[config.mk]
export PLATFORM = sky130hd
export DESIGN_NAME = chess_cursor_ctrl
export DESIGN_NICKNAME = d
export VERILOG_FILES = /design/src/rtl/chess_pkg.sv /design/src/rtl/btn_debounce.sv /design/src/rtl/chess_cursor_ctrl.sv
export SDC_FILE = /design/constraint.sdc
export NUM_CORES = 1
export LEC_CHECK = 0
export BUFFER_PORTS_ARGS = -buffer_cell sky130_fd_sc_hd__buf_4
export CORE_MARGIN = 3
export CORE_UTILIZATION = 25
export CTS_CLUSTER_DIAMETER = 100
export DETAILED_ROUTE_END_ITERATION = 10
export GPL_TIMING_DRIVEN = 0
export SLEW_MARGIN = 20
export SYNTH_ARGS = -nofsm -noshare
export SYNTH_HDL_FRONTEND = slang
export SYNTH_SLANG_ARGS = --single-unit
[constraint.sdc]
create_clock -name CLOCK -period 7.4 [get_ports CLOCK]
set_input_delay 0.74 -clock CLOCK [delete_from_list [all_inputs] [get_ports CLOCK]]
set_output_delay 0.74 -clock CLOCK [all_outputs]
set_load 0.01 [all_outputs]
[src/rtl/chess_pkg.sv]
// Shared types and constants for the chess engine front end: piece codes,
// side encoding, cursor FSM states and the reset/idle squares.
package chess_pkg;

    typedef enum logic [2:0] {
        EMPTY  = 3'd0,
        PAWN   = 3'd1,
        KNIGHT = 3'd2,
        BISHOP = 3'd3,
        ROOK   = 3'd4,
        QUEEN  = 3'd5,
        KING   = 3'd6
    } piece_t;

    localparam logic WHITE = 1'b0;
    localparam logic BLACK = 1'b1;

    typedef enum logic [1:0] {
        S_SELECT = 2'd0,
        S_TARGET = 2'd1,
        S_WAIT   = 2'd2,
        S_UNUSED = 2'd3
    } cursor_state_t;

    localparam logic [2:0] RST_CUR_X = 3'd6;
    localparam logic [2:0] RST_CUR_Y = 3'd4;
    // Empty square at game start, so a committed idle coordinate does nothing.
    localparam logic [2:0] IDLE_X    = 3'd4;
    localparam logic [2:0] IDLE_Y    = 3'd0;

endpackage

[src/rtl/btn_debounce.sv]
// One board button: 2-FF synchroniser, stability counter and a one-cycle
// registered press pulse on each accepted 0->1 change.
module btn_debounce #(
    parameter int DEBOUNCE_CYCLES = 100000,
    parameter int CNT_W           = 17
) (
    input  logic clk,
    input  logic rst,
    input  logic raw,
    output logic press
);

    logic             sync1, sync2, level;
    logic [CNT_W-1:0] cnt;

    always_ff @(posedge clk) begin
        if (rst) begin
            sync1 <= 1'b0;
            sync2 <= 1'b0;
            level <= 1'b0;
            cnt   <= '0;
            press <= 1'b0;
        end else begin
            sync1 <= raw;
            sync2 <= sync1;
            press <= 1'b0;
            if (sync2 == level) begin
                cnt <= '0;
            end else if (cnt == CNT_W'(DEBOUNCE_CYCLES - 1)) begin
                // Pulse is registered alongside the level so it lands 2+N cycles after the raw edge.
                level <= sync2;
                cnt   <= '0;
                press <= sync2;
            end else begin
                cnt <= cnt + 1'b1;
            end
        end
    end

endmodule

[src/rtl/chess_cursor_ctrl.sv]
// Button front end for chess_engine: debounced cursor movement, square commit
// on centre press, select/target/wait tracking and the side-to-move register.
module chess_cursor_ctrl
    import chess_pkg::*;
#(
    parameter int DEBOUNCE_CYCLES = 100000,
    parameter int CNT_W           = 17,
    parameter int MOVE_TIMEOUT    = 16
) (
    input  logic       CLOCK,
    input  logic       RESET,
    input  logic       btnU,
    input  logic       btnD,
    input  logic       btnL,
    input  logic       btnR,
    input  logic       btnC,
    input  logic       moved,
    output logic [2:0] coordX,
    output logic [2:0] coordY,
    output logic [2:0] cursor_x,
    output logic [2:0] cursor_y,
    output logic       src_valid,
    output logic [2:0] src_x,
    output logic [2:0] src_y,
    output logic       player,
    output logic [1:0] state
);

    localparam int TO_W = $clog2(MOVE_TIMEOUT + 1);

    logic [4:0]      raw, press;
    logic            act_c, act_u, act_d, act_l, act_r;
    cursor_state_t   st;
    logic [TO_W-1:0] tcnt;

    assign raw   = {btnC, btnU, btnD, btnL, btnR};
    assign state = st;

    for (genvar i = 0; i < 5; i++) begin : g_btn
        btn_debounce #(
            .DEBOUNCE_CYCLES(DEBOUNCE_CYCLES),
            .CNT_W          (CNT_W)
        ) u_db (
            .clk  (CLOCK),
            .rst  (RESET),
            .raw  (raw[i]),
            .press(press[i])
        );
    end

    // Only the highest-priority pulse in a cycle acts: C > U > D > L > R.
    always_comb begin
        act_c = 1'b0;
        act_u = 1'b0;
        act_d = 1'b0;
        act_l = 1'b0;
        act_r = 1'b0;
        if (press[4])      act_c = 1'b1;
        else if (press[3]) act_u = 1'b1;
        else if (press[2]) act_d = 1'b1;
        else if (press[1]) act_l = 1'b1;
        else if (press[0]) act_r = 1'b1;
    end

    always_ff @(posedge CLOCK) begin
        if (RESET) begin
            cursor_x <= RST_CUR_X;
            cursor_y <= RST_CUR_Y;
        end else begin
            if (act_u && cursor_x != 3'd0) cursor_x <= cursor_x - 3'd1;
            if (act_d && cursor_x != 3'd7) cursor_x <= cursor_x + 3'd1;
            if (act_l && cursor_y != 3'd0) cursor_y <= cursor_y - 3'd1;
            if (act_r && cursor_y != 3'd7) cursor_y <= cursor_y + 3'd1;
        end
    end

    always_ff @(posedge CLOCK) begin
        if (RESET) begin
            st        <= S_SELECT;
            coordX    <= IDLE_X;
            coordY    <= IDLE_Y;
            src_valid <= 1'b0;
            src_x     <= 3'd0;
            src_y     <= 3'd0;
            player    <= WHITE;
            tcnt      <= '0;
        end else begin
            case (st)
                S_SELECT: if (act_c) begin
                    coordX    <= cursor_x;
                    coordY    <= cursor_y;
                    src_x     <= cursor_x;
                    src_y     <= cursor_y;
                    src_valid <= 1'b1;
                    st        <= S_TARGET;
                end
                S_TARGET: if (act_c) begin
                    if (cursor_x == src_x && cursor_y == src_y) begin
                        src_valid <= 1'b0;
                        st        <= S_SELECT;
                    end else begin
                        coordX <= cursor_x;
                        coordY <= cursor_y;
                        tcnt   <= '0;
                        st     <= S_WAIT;
                    end
                end
                S_WAIT: begin
                    if (moved) begin
                        player    <= ~player;
                        src_valid <= 1'b0;
                        st        <= S_SELECT;
                    end else if (tcnt == TO_W'(MOVE_TIMEOUT - 1)) begin
                        // Rejected target: the clicked square becomes the nominal source.
                        src_x <= coordX;
                        src_y <= coordY;
                        st    <= S_TARGET;
                    end else begin
                        tcnt <= tcnt + 1'b1;
                    end
                end
                default: st <= S_SELECT;
            endcase
        end
    end

endmodule
Word-level counts from Yosys, hierarchy flattened
Index checks and enable logic that the tools add are counted.

storage, ports and cells
  bits in registers = 132
  latch bits = 0
  RAM bits = 0
  bits in read-only memories = 0
  input bits = 8
  output and inout port bits = 22
  word-level logic and storage cells = 166
  memories kept = 0

cells by class
  $add $sub $neg = 10
  multiply operators = 0
  div/mod/pow operators = 0
  order comparisons = 0
  eq/ne operators = 26
  shift operators = 0
  multiplexer cells = 49
  bitwise gates (word level) = 11
  reduce and logical (&&, ||, !) cells = 35

operators by type and width
  kind                                                 number
  adder 17 x 1 -> 17 bit, second input constant        5
  equality test 17 bit, second input constant          5
  two-way mux 3 bit                                    14
  OR reduction 3 bit                                   10
  one-hot mux 3 bit (2 select lines)                   4
  two-way mux 5 bit                                    4
  two-way mux 1 bit                                    19
  != test 2 bit, second input constant                 8
  AND reduction 2 bit                                  6
  NOT 1 bit                                            11
  two-way mux 2 bit                                    5
  one-hot mux 5 bit (2 select lines)                   1
  AND reduction 5 bit                                  2
  nonzero test 2 bit                                   5
  != test 3 bit, second input constant                 3
  nonzero test 3 bit                                   3
  AND reduction 4 bit                                  2
  adder 3 x 1 -> 3 bit, second input constant          2
  equality test 3 bit                                  2
  one-hot mux 2 bit (3 select lines)                   1
  subtractor 3 x 1 -> 3 bit, second input constant     2
  adder 5 x 1 -> 5 bit, second input constant          1
  equality test 1 bit                                  5
  equality test 5 x 4 -> 1 bit, second input constant  1
  other kinds (6)                                      10

Logic depth before layout (Yosys ltp)
  depth after elaboration = 7
  depth in mapped cells = 9
  depth with buffers taken out = 8

Hierarchy
A second synthesis with hierarchy kept.

unflattened totals
  cells, all modules = 656
  area total of the unflattened synthesis = 6273.5 µm²

modules (own cells, without submodules)
  module                             times used  cells each  area each (µm²)  sequential area each (µm²)
  btn_debounce at g_btn[0].u_db ...  4           93          923.4            420.4
  chess_cursor_ctrl                  1           191         1657.8           540.5
  btn_debounce at g_btn[3].u_db      1           93          922.1            420.4

Worst setup path before layout
No wires, ideal clock.

  path type = flip-flop to flip-flop
  from = register g_btn[4].u_db.press
  to = register cursor_y[2]
  setup time = 0.129 ns
  arrival = 2.286 ns
  data required time = 7.271 ns
  setup slack = 4.984 ns
  cell stages (with the launch flop) = 8
  buffers on the path = 0
  clock period less this slack = 2.416 ns
  cell sequence = dfxtp_1 -> or3_1 -> or3_1 -> fa_1 -> or3b_2 -> a21oi_1 -> xnor2_1 -> nand2_1

on the way
  cells in the longest elaborated chain, start to end = 3
  elaborated cells between the ends (all ways) = 6
  classes of those cells = mux (3); reduce/logical (3)

RTL lines
  what                                                            RTL line                                          text
  from (decl)                                                     btn_debounce.sv:10                                output logic press
  from (signal assigned)                                          btn_debounce.sv:33                                press <= sync2;
  two-way mux 1 bit                                               chess_cursor_ctrl.sv:58                           if (press[4]) act_c = 1'b1;
  logical AND 1 bit (on tied branches)                            chess_cursor_ctrl.sv:73, chess_cursor_ctrl.sv:72
  two-way mux 3 bit / nonzero test 2 bit (equally long branches)  --
  to (signal assigned)                                            chess_cursor_ctrl.sv:72                           if (act_l && cursor_y != 3'd0) cursor_y <= cursor_y - 3'd1;
  to (signal assigned)                                            chess_cursor_ctrl.sv:73                           if (act_r && cursor_y != 3'd7) cursor_y <= cursor_y + 3'd1;
  to (decl)                                                       chess_cursor_ctrl.sv:21                           output logic [2:0] cursor_y,

Several ways; a longest one is shown, not always the timed one.
A chain may end at the register's enable or synchronous reset.

Final worst setup path
Same ends and word-level chain as after synthesis.

==> flow_summary.json <==
{
  "status": "completed",
  "synthFlopType": "dfxtp_1",
  "hold_class": "reg -> reg",
  "fmaxAchievable_mhz": 386.8,
  "grt_pass1_wl_um": 19870,
  "io_pins": 30,
  "clock-sinks": 132,
  "dieArea_mm2": 0.02546,
  "path_clk_slew_ps": 60,
  "tns_ps": 0,
  "crit_required_ps": 7680,
  "worstHoldPathCells": 1,
  "grt_pass1_vias": 4213,
  "cp-end-kind": "register",
  "syn-num-nets": 682,
  "drive_above_1_share_pct": 10.56,
  "cts_buffers": 17,
  "synth-edff-count": 0,
  "htreeDepth": 4,
  "leakagePower_nw": 2.417,
  "clock_tree.buffer_depth": 2,
  "crit_family": "simple AND/OR/NAND/NOR gates",
  "drt_iter0_markers": 227,
  "grt_max_degree": 17,
  "ant_nets": 0,
  "start_util_pct": 25.73,
  "grt_usage_pct": 9.343,
  "remaining_drc_errors": 0,
  "hold_buffers": 0,
  "maxCapViolations": 0,
  "gp_congestion": 0.8200,
  "synth_cells": 661,
  "finalCriticalPeriod_ps": 2586,
  "slew_headroom_pct": 56.29,
  "drv_slew": 0,
  "syn-cell-area_mm2": 0.005896,
  "rows": 55,
  "tightest_slew_ps": 655.6,
  "dieWidth_um": 159.6,
  "cpPeakStageDelay_ps": 470,
  "power_density_mw_per_mm2": 220.6,
  "io_buffer_count": 29,
  "root_buffer": "clkbuf_16",
  "fin_hold_ws_ps": 433.8,
  "vias": 4510,
  "wl_um": 11570,
  "finalNetCount": 730,
  "antenna_found_initial": 0,
  "async_flop_share_pct": 0,
  "ir_worst_vdd_uv": 109.8,
  "cts_resized": 0,
  "fin_crit_sh_pct": 34.94,
  "routed_via_density": 4.366,
  "hold_viol": 0,
  "area_delta_synth_final_pct": 20.16,
  "criticalPathCategory": "reg -> reg",
  "layout_common_cells": "nor2_1, dfxtp_1, xor2_1, nand3_1, xnor2_1",
  "path_max_fanout": 9,
  "yosysUniqueCellTypes": 54,
  "coreArea_mm2": 0.02292,
  "start_kind": "register",
  "seq_area_frac_synth_pct": 44.82,
  "insertion_delay_ps": 410,
  "worst_path_most_repeated_cell": "or3_1",
  "firstDrtPassIters": 5,
  "path_cells": "or3_1 > or3_1 > fa_1 > or3b_2 > a21oi_1 > xnor2_1 > nand2_1",
  "syn_area_per_cell_um2": 8.919,
  "yosysWarnings": 0,
  "antennaDiodeCount": 0,
  "final_common_cell": "nor2_1",
  "crit_slowest_cell": "or3b_2",
  "die_y_um": 159.6,
  "worst_ep_arrival_time_ps": 2860,
  "finalClockSkew_ps": 11.47,
  "path_buf_inv": 0,
  "cts_tree": "yes",
  "setup_violations": 0,
  "rsz0062_at_grt": "no",
  "cts_setup_buffers": 0,
  "routedWlPerCell_um": 11.20,
  "hpwl_um": 8341,
  "crit_cells": 7,
  "rr_worst_depth": 7,
  "ys_ff_latch": 132,
  "overflow": 0
}
## power breakdown
group / switching, mW / internal, mW / total (mW)
Sequential: 0.00217 / 0.714 / 0.717
Combinational: 0.0137 / 0.00746 / 0.0212
Clock: 0.294 / 0.531 / 0.825
Total: 0.310 / 1.25 / 1.56
## metal layers
metal	wire (um)	vias up	track usage [%]
met5	0	-	0
met4	60	0	2.626
met3	424	6	3.070
met2	4980	56	14.05
met1	6103	2082	12.80
li1	-	2366	-
## sequential cells by signal, indices dropped and copies added, names as in the netlist
signal	flops
g_btn.u_db.sync1	5
player	1
coordX	3
g_btn.u_db.press	5
cursor_x	3
tcnt	5
state	2
src_valid	1
cursor_y	3
src_y	3
g_btn.u_db.sync2	5
g_btn.u_db.level	5
g_btn.u_db.cnt	85
coordY	3
src_x	3
## cell usage after synthesis, types with 2 or more instances
cell type / number / area, um2
a211oi_1: 8 / 60.06
a21oi_1: 11 / 55.05
a41oi_2: 2 / 32.53
and2_1: 4 / 25.02
and3_1: 21 / 131.4
and4_1: 4 / 35.03
and4_4: 2 / 22.52
buf_1: 2 / 7.510
buf_2: 3 / 15.01
buf_6: 2 / 22.52
clkbuf_1: 13 / 48.80
dfxtp_1: 132 / 2643
fa_1: 2 / 40.04
ha_1: 11 / 137.6
inv_1: 18 / 67.56
mux2i_1: 16 / 160.2
nand2_1: 36 / 135.1
nand2b_1: 4 / 25.02
nand3_1: 41 / 205.2
nand3_2: 2 / 20.02
nand4_1: 24 / 150.1
nand4b_1: 3 / 26.28
nor2_1: 135 / 506.7
nor2b_1: 15 / 93.84
nor3_1: 15 / 75.07
nor4_1: 6 / 37.54
nor4b_1: 5 / 43.79
o21ai_0: 5 / 25.02
o31ai_1: 2 / 15.01
or3_1: 5 / 31.28
or4_1: 3 / 22.52
or4b_1: 2 / 20.02
xnor2_1: 41 / 359.1
xor2_1: 46 / 402.9
## kinds of logic after synthesis
family          synth area share [%]
simple gates                   28.18
flops                          44.82
xor+xnor                       12.92
buf+inv                        2.929
compound gates                 5.221
mux                            2.907
fa+ha+maj                      3.014
## metrics by stage
| stage | instances | area, um2 | power, mW | utilization (%) | setup slack, ps |
|---|---|---|---|---|---|
| after floorplan | 661 | 5896 | 0.7438 | - | 4984 |
| after global placement | 1003 | 6505 | 0.7536 | 28.39 | 4839 |
| after detailed placement | 1003 | 6505 | 0.7534 | 28.39 | 4812 |
| after CTS | 1033 | 7084 | 1.587 | 30.91 | 4798 |
| after global routing | 1033 | 7084 | 1.622 | 30.91 | 4699 |
| final | 1033 | 7084 | 1.562 | 30.91 | 4814 |
## final cells by class
class | instances | area, um2
Timing Repair Buffer | 29 | 217.7
Inverter | 19 | 71.32
Sequential cell | 132 | 2643
Fill cell | 2381 | 15830
Multi-Input combinational cell | 489 | 3080
Buffer | 21 | 101.3
Tap cell | 313 | 391.6
Clock inverter | 11 | 136.4
Clock buffer | 19 | 442.9
## final timing paths
kind                                           from                  end  slack (ps)
worst max-delay path            g_btn[4].u_db.press          cursor_y[2]        4810
worst max register to register  g_btn[4].u_db.press          cursor_y[2]        4810
worst min register to register  g_btn[4].u_db.sync1  g_btn[4].u_db.sync2         430
worst min-delay path            g_btn[4].u_db.sync1  g_btn[4].u_db.sync2         430
(Power assumes the default switching activity.)
